--- src/rtl/enc8b10b_pkg.sv ---
// Shared definitions for the 8b/10b datapath (encoder, serializer, future deserializer).
package enc8b10b_pkg;

  // Code-group width.
  localparam int unsigned W_SYM = 10;

  // K28.5 with RD-, abcdei fghj = 001111 1010, bit a at bit 0.
  localparam logic [W_SYM-1:0] K28_5_RDN = 10'h17C;

  // Index of the last bit of a group within the shifter.
  localparam logic [3:0] CNT_LAST = 4'd9;

  typedef enum logic {
    OFF,
    RUN
  } ser_state_e;

endpackage

--- src/rtl/serializador_10b_if.sv ---
// Valid/ready code-group handshake between the encoder and the serializer.
interface serializador_10b_if;
  import enc8b10b_pkg::*;

  logic [W_SYM-1:0] sym_in;
  logic             sym_valid;
  logic             sym_ready;

  modport master (
    output sym_in,
    output sym_valid,
    input  sym_ready
  );

  modport slave (
    input  sym_in,
    input  sym_valid,
    output sym_ready
  );

endinterface

--- src/rtl/buffer_1e.sv ---
// One-entry valid/ready holding register. 'pop' marks an edge where the consumer
// takes the entry; a push on the same edge refills it, so full rate has no bubbles.
module buffer_1e
  import enc8b10b_pkg::*;
(
  input  logic             clk,
  input  logic             reset,
  input  logic [W_SYM-1:0] in_data,
  input  logic             in_valid,
  output logic             in_ready,
  input  logic             pop,
  output logic [W_SYM-1:0] out_data,
  output logic             full
);

  logic [W_SYM-1:0] data_q;
  logic             full_q;

  assign in_ready = ~full_q | pop;
  assign out_data = data_q;
  assign full     = full_q;

  // Capture on transfer; a pop without a refill empties the entry.
  always_ff @(posedge clk or posedge reset) begin
    if (reset) begin
      data_q <= '0;
      full_q <= 1'b0;
    end else if (in_valid && in_ready) begin
      data_q <= in_data;
      full_q <= 1'b1;
    end else if (pop) begin
      full_q <= 1'b0;
    end
  end

endmodule

--- src/rtl/serializador_10b.sv ---
// 10-bit parallel-to-serial stage, bit a first; sends K28.5 when no group is pending.
module serializador_10b
  import enc8b10b_pkg::*;
#(
  parameter logic [W_SYM-1:0] IDLE_SYM = K28_5_RDN
) (
  input  logic                clk,
  input  logic                reset,
  input  logic                enb,
  serializador_10b_if.slave   sym,
  output logic                ser_out,
  output logic                frame_start,
  output logic                comma_ins
);

  ser_state_e       state;
  logic [W_SYM-1:0] shreg;
  logic [3:0]       cnt;
  logic             comma_q;

  logic             load_now;
  logic             hold_full;
  logic [W_SYM-1:0] hold_data;

  // A new group enters the shifter on entry to RUN and after its last bit.
  assign load_now = enb & ((state == OFF) | (cnt == CNT_LAST));

  buffer_1e u_hold (
    .clk      (clk),
    .reset    (reset),
    .in_data  (sym.sym_in),
    .in_valid (sym.sym_valid),
    .in_ready (sym.sym_ready),
    .pop      (load_now),
    .out_data (hold_data),
    .full     (hold_full)
  );

  // Line FSM: load / shift in RUN, everything cleared while disabled.
  always_ff @(posedge clk or posedge reset) begin
    if (reset) begin
      state   <= OFF;
      shreg   <= '0;
      cnt     <= '0;
      comma_q <= 1'b0;
    end else begin
      unique case (state)
        OFF: begin
          comma_q <= 1'b0;
          if (enb) begin
            state   <= RUN;
            shreg   <= hold_full ? hold_data : IDLE_SYM;
            cnt     <= '0;
            comma_q <= ~hold_full;
          end
        end
        RUN: begin
          if (!enb) begin
            // Group in flight is dropped; the hold buffer keeps its entry.
            state   <= OFF;
            shreg   <= '0;
            cnt     <= '0;
            comma_q <= 1'b0;
          end else if (cnt == CNT_LAST) begin
            shreg   <= hold_full ? hold_data : IDLE_SYM;
            cnt     <= '0;
            comma_q <= ~hold_full;
          end else begin
            shreg   <= {1'b0, shreg[W_SYM-1:1]};
            cnt     <= cnt + 4'd1;
            comma_q <= 1'b0;
          end
        end
        default: begin
          state <= OFF;
        end
      endcase
    end
  end

  assign ser_out     = shreg[0];
  assign frame_start = (state == RUN) && (cnt == '0);
  assign comma_ins   = comma_q;

endmodule

--- src/flat_wrapper.sv ---
// flat-port wrapper written by rule: the top's interface ports become plain ports
module serializador_10b_flat import enc8b10b_pkg::*;
#(
  parameter logic [W_SYM-1:0] IDLE_SYM = K28_5_RDN
)
  (clk, reset, enb, ser_out, frame_start, comma_ins, sym_sym_in, sym_sym_valid, sym_sym_ready);
  serializador_10b_if sym_i ();
  input  logic clk;
  input  logic reset;
  input  logic enb;
  output logic ser_out;
  output logic frame_start;
  output logic comma_ins;
  input wire logic [$bits(sym_i.sym_in)-1:0] sym_sym_in;
  input wire logic [$bits(sym_i.sym_valid)-1:0] sym_sym_valid;
  output wire logic [$bits(sym_i.sym_ready)-1:0] sym_sym_ready;
  assign sym_i.sym_in = sym_sym_in;
  assign sym_i.sym_valid = sym_sym_valid;
  assign sym_sym_ready = sym_i.sym_ready;
  serializador_10b #(.IDLE_SYM(IDLE_SYM)) u_core (.clk(clk), .reset(reset), .enb(enb), .sym(sym_i), .ser_out(ser_out), .frame_start(frame_start), .comma_ins(comma_ins));
endmodule
--- config.mk ---
export PLATFORM = sky130hd
export DESIGN_NAME = serializador_10b_flat
export DESIGN_NICKNAME = d
export VERILOG_FILES = /design/src/rtl/enc8b10b_pkg.sv /design/src/rtl/serializador_10b_if.sv /design/src/rtl/buffer_1e.sv /design/src/rtl/serializador_10b.sv /design/src/flat_wrapper.sv
export SDC_FILE = /design/constraint.sdc
export NUM_CORES = 1
export LEC_CHECK = 0
export BUFFER_PORTS_ARGS = -buffer_cell sky130_fd_sc_hd__buf_2
export CORE_MARGIN = 2
export CORE_UTILIZATION = 40
export CTS_BUF_LIST = sky130_fd_sc_hd__clkbuf_16
export DETAILED_ROUTE_END_ITERATION = 10
export PLACE_DENSITY = 0.64
export SYNTH_ARGS = -nofsm -noshare
export SYNTH_HDL_FRONTEND = slang
export SYNTH_HIERARCHICAL = 1
export SYNTH_SLANG_ARGS = --single-unit
--- constraint.sdc ---
create_clock -name clk -period 3.9 [get_ports clk]
set_clock_uncertainty 0.1 [all_clocks]
set_input_delay 0.78 -clock clk [delete_from_list [all_inputs] [get_ports clk]]
set_output_delay 0.78 -clock clk [all_outputs]
set_load 0.02 [all_outputs]
==> run_results.csv, run 1 <==
group,metric,value,unit
status,outcome,"completed",
global_route,grt_max_degree,17,
yosys,synthCells,103,
global_route,grt_pass1_wl,3.93,mm
routing,drt_pre_antenna_iters,4,
layout,drive_above_1_share,0.297,
yosys,seq_area_frac_synth,0.518,
timing,setup-tns-final,0,ns
yosys,synth_fp_nets,117,
clock_network,cts-buffers-inserted,3,
floorplanning,fp.dieW,61.1,um
floorplanning,die_area,0.00373,mm^2
routing,wirelength_met1,1.13,mm
yosys,ys_types,28,
layout,antenna_cells,0,
timing,timing.final.crit_period,2.76,ns
clock_network,cts_tree,"built",
timing,setup_viol,0,
global_route,grt_pass1_vias,835,
clock_network,postCtsResizedCells,0,
routing,wire_per_inst,14.1,um
yosys,synth_top_cell_area_share,0.518,
setup_path,cp_max_fo,9,
power_and_ir_drop,switching_share,0.237,
routing,drt_wl_total,2.29,mm
clock_network,cts_buffer_depth,2,
setup_path,critical_path_class,"reg -> out",
yosys,synth_top_area_cell,"dfrtp_1",
timing,final-hold-violation-count,0,
clock_network,cts.htree.levels,1,
clock_network,post-cts-setup-buffers,0,
power_and_ir_drop,switchingPower,161,uW
placed_design,hpwl,1.56,mm
placed_design,place_area,0.00141,mm^2
floorplanning,fp-row-count,20,
layout,final_cell_area,0.00149,mm^2
layout,regArea,676,um^2
timing,tightest_slew,0.776,ns
timing,rsz0062_at_grt,"no",
layout,syn_to_final_growth,14.1,%
min_path,worstHoldPathType,"in -> async",
setup_path,cp-start-kind,"flip-flop",
power_and_ir_drop,powerDensity,458,mW/mm^2
setup_path,cp.required,3.02,ns
routing,wl_met2,1.04,mm
power_and_ir_drop,leakagePower,0.712,nW
setup_path,end_kind,"output port",
setup_path,cp.arrival,1.88,ns
floorplanning,ioPinCount,18,
clock_network,clock_latency,0.26,ns
clock_network,clock-sinks,27,
placed_design,portBuffers,17,
routing,via_count,828,
layout,nNetsFinal,133,
timing,relSlewSlack,0.481,
timing,fmaxAchievable,363,MHz
clock_network,root_buffer,"clkbuf_16",
timing,drv_slew,0,
routing,highest-signal-layer,"met4",
yosys,synth_area,0.00130,mm^2
timing,period_share,0.707,
yosys,yosysWarnings,6,
global_route,grt_usage,0.146,
yosys,synth_area_per_cell,12.7,um^2
layout,n_fill_cell,280,
floorplanning,start_util,0.424,
routing,drt-vias-per-instance,5.11,
routing,first_iter_violations,34,
floorplanning,die_y,61.1,um
power_and_ir_drop,pwr-share-seq,0.506,
routing,dr_wl_met3,87,um
placed_design,gp_congestion,0.756,
clock_network,cts_hold_buf,0,
yosys,ys_seq_elements,27,
power_and_ir_drop,ir_drop,326,uV
power_and_ir_drop,p_clk_frac,0.337,
floorplanning,core,0.00308,mm^2
layout,multiInputGateArea,586,um^2
run,drv_cap,0,
yosys,ys_top_cells_by_area,"dfrtp_1, mux2_4, a221o_1, nand2b_1, and2_1",
global_route,gr-total-overflow,0,
power_and_ir_drop,intPower,519,uW
power_and_ir_drop,comb_power_share,0.157,
routing,drc_errors,0,
clock_network,clk_pin_slew,0.07,ns
routing,ant_nets,0,
global_route,grt_antenna_before_repair,0,
flip-flops by register name, summed over array words and instances, names as in the netlist:
register,cells
u_core/state,1
u_core/cnt,4
u_core/shreg,10
u_core/comma_ins,1
u_core/u_hold/full,1
u_core/u_hold/out_data,10
worst paths after layout:
kind,from,endpoint,slack (ns),cells after the start
max,u_core/cnt[2],sym_sym_ready,1.14,4
min,reset,u_core/u_hold/out_data[0],0.40,2
max reg2reg,u_core/cnt[2],u_core/u_hold/out_data[1],1.83,5
min reg2reg,u_core/shreg[2],u_core/shreg[1],0.40,1
max in group asynchronous,reset,u_core/shreg[2],2.78,2
min in group clk,u_core/shreg[2],u_core/shreg[1],0.40,1
power by group through the flow:
| stage | clock, mW | combinational [mW] | sequential (mW) |
|---|---|---|---|
| global route | 0.245 | 0.118 | 0.350 |
| global placement | 0 | 0.105 | 0.348 |
| CTS | 0.233 | 0.108 | 0.345 |
| detailed placement | 0 | 0.108 | 0.349 |
| floorplan | 0 | 0.0917 | 0.339 |
| finish | 0.229 | 0.107 | 0.345 |
final cells by class:
type	instances	area share
Clock inverter	1	0.00252
Inverter	2	0.00505
Sequential cell	27	0.454
Timing Repair Buffer	17	0.0572
Clock buffer	3	0.0505
Multi-Input combinational cell	68	0.394
Tap cell	44	0.0370
placed cells by master (no fill, tap or decap), types with 3 or more instances in the layout:
cell type	instances
mux2_4	10
clkbuf_16	3
dfrtp_1	27
inv_1	3
buf_2	17
and2_1	7
a21oi_1	5
a221o_1	8
nand3_1	5
nand2b_1	9
nand2_1	4
synthesized netlist by cell type, drive strengths merged:
library cell,number
nor4,1
and2,7
nand3b,1
nor2,2
inv,2
a221o,8
nor2b,3
a32o,1
a21boi,1
clkbuf,1
a21oi,5
mux2,10
o21bai,1
nand2b,10
a22o,1
buf,5
o21ai,2
xor2,1
nand4bb,1
dfrtp,27
or2b,1
nand3,5
nand2,5
a211o,2
worst max-delay path, cell delays in order (launching register included):
cell       delay [ns]
dfrtp_1          0.44
nand4bb_4        0.30
a21boi_2         0.42
nand2b_4         0.26
buf_2            0.18
stage by stage:
stage / power (mW) / util / instances / hold slack, ns / setup slack (ns)
after global placement: 0.453 / 0.458 / 158 / 0.376 / 1.25
after floorplan: 0.431 / - / 103 / 0.359 / 1.54
after global routing: 0.713 / 0.483 / 162 / 0.413 / 1.07
after detailed placement: 0.457 / 0.458 / 158 / 0.389 / 1.21
after CTS: 0.686 / 0.483 / 162 / 0.407 / 1.16
final: 0.681 / 0.483 / 162 / 0.399 / 1.14
layer usage:
layer / vias to the layer above / GRT usage
li1: 399 / -
met5: - / 0
met2: 17 / 0.231
met3: 4 / 0.0441
met4: 0 / 0.0466
met1: 408 / 0.195
kinds of logic after synthesis:
group	count (synthesis)	synth area share
and+or+nand+nor	36	0.197
AOI/OAI and AO/OA	21	0.131
DFF	27	0.518
xor gates and xnor gates	1	0.00672
muxes	10	0.115
buffers and inverters	8	0.0326
Power figures use the tool's default switching activity.
==> run 2: changes to the inputs <==
- clock period: 3.9 -> 2.7 ns (I/O delays scaled with it)
==> run_results.csv, run 2 (synthesized netlist as in run 1, its figures left out) <==
group,metric,value,unit
layout,fin_cells,163,
layout,n_fill_cell,287,
timing,whs,0.173,ns
floorplanning,fp-row-count,20,
setup_path,crit_buf_inv,1,
clock_network,clock_latency,0.26,ns
timing,fmaxAchievable,446,MHz
setup_path,cp_max_fo,7,
timing,rsz0062_at_grt,"no",
status,outcome,"completed",
floorplanning,core,0.00308,mm^2
clock_network,post-cts-setup-buffers,0,
routing,via_count,849,
floorplanning,start_util,0.424,
routing,drc_errors,0,
setup_path,cpPeakStageDelay,0.45,ns
power_and_ir_drop,leakagePower,0.715,nW
setup_path,crit_chain,"nand4bb_4 -> a21boi_2 -> nand2b_4 -> buf_2",
setup_path,cp.required,2.06,ns
power_and_ir_drop,switchingPower,230,uW
setup_path,critPathSlowestCell,"dfrtp_1",
power_and_ir_drop,ir_drop,351,uV
layout,mostFrequentLayoutCells,"dfrtp_1, buf_2, mux2_4",
setup_path,cp_top_family,"simple AND/OR/NAND/NOR gates",
clock_network,cts_hold_buf,0,
setup_path,cp.arrival,1.60,ns
min_path,worstHoldPathType,"in -> async",
placed_design,hpwl,1.65,mm
floorplanning,ioPinCount,18,
clock_network,clk_pin_slew,0.06,ns
global_route,grt_pass1_wl,3.88,mm
routing,wire_per_inst,13.7,um
placed_design,place_area,0.00142,mm^2
timing,drv_slew,0,
timing,tightest_slew,0.743,ns
global_route,grt_antenna_before_repair,0,
placed_design,place_worst_setup_slack,0.745,ns
power_and_ir_drop,finalPower,982,uW
timing,final-hold-violation-count,0,
global_route,gr-total-overflow,0,
floorplanning,die_y,61.1,um
timing,setup-tns-final,0,ns
setup_path,timing.rr.end,"u_core/u_hold/out_data[3]",
timing,period_share,0.830,
layout,drive_above_1_share,0.311,
timing,setup_ws,0.460,ns
routing,drt_wl_total,2.23,mm
global_route,grt_max_degree,17,
routing,ant_nets,0,
power_and_ir_drop,powerDensity,656,mW/mm^2
clock_network,cts_tree,"built",
floorplanning,fp.dieW,61.1,um
run,drv_cap,0,
power_and_ir_drop,intPower,752,uW
layout,utilization,0.486,
timing,setup_viol,0,
power_and_ir_drop,pwr-share-seq,0.507,
timing,timing.final.crit_period,2.24,ns
setup_path,rrSetupSlack,0.90,ns
clock_network,root_buffer,"clkbuf_16",
routing,drt_pre_antenna_iters,4,
setup_path,reg2reg_depth,5,
global_route,grt_pass1_vias,882,
power_and_ir_drop,comb_power_share,0.158,
setup_path,end_kind,"output port",
setup_path,startpoint,"u_core/cnt[2]",
clock_network,cts-buffers-inserted,3,
clock_network,cts.htree.levels,1,
layout,antenna_cells,0,
setup_path,worst_r2r_startpoint,"u_core/cnt[2]",
layout,nNetsFinal,134,
routing,drt-vias-per-instance,5.21,
power_and_ir_drop,p_clk_frac,0.334,
placed_design,dp.cells,159,
timing,relSlewSlack,0.503,
layout,mostFrequentLayoutCell,"dfrtp_1",
setup_path,critical_path_class,"reg -> out",
clock_network,clock-sinks,27,
layout,syn_to_final_growth,14.8,%
setup_path,cp-start-kind,"flip-flop",
placed_design,portBuffers,17,
layout,final_cell_area,0.00150,mm^2
clock_network,cts_buffer_depth,2,
clock_network,postCtsResizedCells,0,
routing,first_iter_violations,45,
global_route,grt_usage,0.145,
floorplanning,die_area,0.00373,mm^2
power_and_ir_drop,switching_share,0.234,
placed_design,gp_congestion,0.750,
run 2: cell type report:
type	count	area, um^2	area share
sequential	27	676	0.452
inverter	2	7.51	0.00502
clock buffer	3	75.1	0.0502
tap	44	55.1	0.0368
clock inverter	1	5.00	0.00334
timing repair buffer	18	92.6	0.0619
multi-input combinational	68	586	0.391
run 2: worst reg2reg max path: stages, from the launching register on:
cell,delay (ns)
dfrtp_1,0.45
nand4bb_4,0.30
a21boi_2,0.23
nand2b_4,0.19
nand2_8,0.11
mux2_4,0.31
run 2: per-layer routing:
| metal | global-route usage | wire length [um] |
|---|---|---|
| met1 | 0.190 | 1030 |
| met2 | 0.228 | 1040 |
| met3 | 0.0399 | 134 |
| met4 | 0.0621 | 32 |
| met5 | 0 | 0 |
run 2: power groups by stage:
stage / logic [mW] / clock network (mW) / registers [mW]
2_1_floorplan: 0.132 / 0 / 0.490
3_3_place_gp: 0.153 / 0 / 0.503
3_5_place_dp: 0.157 / 0 / 0.505
4_1_cts: 0.158 / 0.337 / 0.498
5_1_grt: 0.171 / 0.364 / 0.506
6_report: 0.156 / 0.328 / 0.498
run 2: worst max-delay path by stage:
stage | end | slack [ns] | cells after the start
after floorplan | sym_sym_ready | 0.82 | 3
after global placement | sym_sym_ready | 0.77 | 4
after detailed placement | sym_sym_ready | 0.75 | 4
after CTS | sym_sym_ready | 0.45 | 4
after global routing | sym_sym_ready | 0.37 | 4
final | sym_sym_ready | 0.46 | 4
==> run 3: changes to the inputs <==
- ABC_AREA: default -> 1
- PLACE_DENSITY: 0.64 -> 0.66
- clock period: 2.7 -> 1.8 ns (I/O delays scaled with it)
==> run_results.csv, run 3 <==
group,metric,value,unit
setup_path,cp-start-kind,"flip-flop",
clock_network,cts_buffer_depth,2,
setup_path,cp.arrival,1.33,ns
power_and_ir_drop,ir_drop,367,uV
yosys,synth_area,0.00129,mm^2
layout,regArea,676,um^2
run,drv_cap,0,
clock_network,clock_latency,0.26,ns
global_route,grt_pass1_wl,4.26,mm
yosys,synth_area_per_cell,8.04,um^2
timing,timing.final.crit_period,1.79,ns
global_route,gr-total-overflow,0,
routing,wire_per_inst,10.4,um
placed_design,gp_congestion,0.795,
placed_design,hpwl,1.78,mm
timing,whs,0.192,ns
setup_path,reg2reg_depth,9,
min_path,min_path_cells,1,
timing,final-hold-violation-count,0,
routing,drc_errors,0,
clock_network,cts_tree,"built",
yosys,ys.flop_type,"dfrtp_1",
yosys,synth_edf_count,0,
yosys,synth_fp_nets,174,
yosys,async_reset_ff_frac,1.00,
yosys,ys_types,22,
layout,mostFrequentLayoutCell,"nand2_1",
floorplanning,fp.dieW,60.7,um
yosys,synthCells,160,
global_route,grt_usage,0.158,
status,outcome,"completed",
layout,mostFrequentLayoutCells,"nand2_1, dfrtp_1, nand3_1",
layout,utilization,0.526,
global_route,grt_antenna_before_repair,0,
timing,fmaxAchievable,559,MHz
floorplanning,fp-row-count,20,
min_path,worstHoldPathType,"in -> reg",
setup_path,end_kind,"output port",
floorplanning,core,0.00305,mm^2
timing,rsz0062_at_grt,"yes",
routing,ant_nets,0,
floorplanning,die_y,60.7,um
layout,n_fill_cell,310,
timing,drv_slew,0,
routing,drt_pre_antenna_iters,4,
clock_network,clk_pin_slew,0.06,ns
yosys,synth_top_area_cell,"dfrtp_1",
setup_path,cp.required,1.34,ns
setup_path,critical_path_class,"reg -> out",
timing,period_share,0.993,
global_route,grt_max_degree,17,
layout,syn_to_final_growth,24.9,%
placed_design,dp.cells,221,
setup_path,cp_max_fo,6,
timing,tightest_slew,0.592,ns
timing,relSlewSlack,0.605,
clock_network,cts.htree.levels,1,
global_route,grt_pass1_vias,963,
layout,fin_cells,236,
timing,setup-tns-final,0,ns
floorplanning,die_area,0.00369,mm^2
routing,via_count,1096,
yosys,seq_area_frac_synth,0.525,
routing,drt-vias-per-instance,4.64,
routing,drt_wl_total,2.45,mm
yosys,yosysMostFrequentCell,"nand2_1",
layout,antenna_cells,0,
timing,setup_viol,0,
yosys,synth_common_cells,"nand2_1, dfrtp_1, nand3_1",
floorplanning,start_util,0.421,
yosys,synth_top_cell_area_share,0.525,
clock_network,root_buffer,"clkbuf_16",
layout,multiInputGateArea,513,um^2
clock_network,cts-buffers-inserted,3,
clock_network,clock-sinks,27,
placed_design,portBuffers,17,
routing,first_iter_violations,29,
yosys,ys_top_cells_by_area,"dfrtp_1, nand2_1, nand3_1, inv_1, a21oi_4",
power_and_ir_drop,powerDensity,961,mW/mm^2
layout,nNetsFinal,207,
yosys,ys_seq_elements,27,
yosys,yosysWarnings,6,
layout,drive_above_1_share,0.250,
floorplanning,ioPinCount,18,
power_and_ir_drop,leakagePower,0.877,nW
## run 3: metal layers
metal	wire, um	global-route usage	up-vias
met5	0	0	-
met2	1200	0.263	20
met4	47	0.0745	0
li1	-	-	560
met1	1110	0.199	511
met3	94	0.0277	5
## run 3: cell families (layout without fill, tap and decap cells)
family / count (synthesis) / in the layout / synth area share
compound gates: 9 / 9 / 0.0545
buf+inv: 23 / 55 / 0.0846
simple gates: 101 / 101 / 0.336
flops: 27 / 27 / 0.525
## run 3: cell type report
type,instances,area share
repair buffers,33,0.135
flip-flops and latches,27,0.421
clock inverters,1,0.00234
multi-input cells,110,0.319
clock buffers,3,0.0467
inverters,18,0.0421
well taps,44,0.0343
## run 3: worst max-delay path: stages, from the launching register on
cell and delay (ns):
dfrtp_1 0.41, nor2_2 0.16, nand2_2 0.09, a21oi_4 0.14, inv_2 0.06, nand2_4 0.09
buf_6 0.12
## run 3: path summary, 6_finish.rpt
kind                                           start                         to  slack (ns)
max in group asynchronous                      reset            u_core/shreg[0]        0.60
max reg2reg                            u_core/cnt[1]  u_core/u_hold/out_data[4]        0.25
min reg2reg                u_core/u_hold/out_data[3]  u_core/u_hold/out_data[3]        0.37
min                                              enb               u_core/state        0.19
min in group asynchronous                      reset  u_core/u_hold/out_data[6]        0.53
max                                    u_core/cnt[1]              sym_sym_ready        0.01
## run 3: metrics by stage
step                      total power [mW]  area (um^2)  setup slack [ns]
after detailed placement              1.03         1420             0.178
after floorplan                      0.957         1290           0.00361
after global routing                  1.64         1610           -0.0805
after CTS                             1.55         1570           0.00113
after global placement                1.02         1420             0.205
final                                 1.54         1610            0.0123
## run 3: what timing repair did
| action | CTS | global route |
|---|---|---|
| pin swaps | 2 | 3 |
| resized for setup | 3 | 3 |
| endpoints found under the setup margin | 2 | 2 |
| buffers inserted | 6 | 4 |
| endpoints found under the hold margin | 11 | 0 |
| hold buffers | 1 | 0 |
## run 3: where the power goes
group	internal, mW	total (mW)	switching, mW	leakage (nW)
Sequential	0.700	0.758	0.0582	0.345
Combinational	0.129	0.298	0.168	0.490
Clock	0.297	0.488	0.191	0.0423
Total	1.13	1.54	0.418	0.877
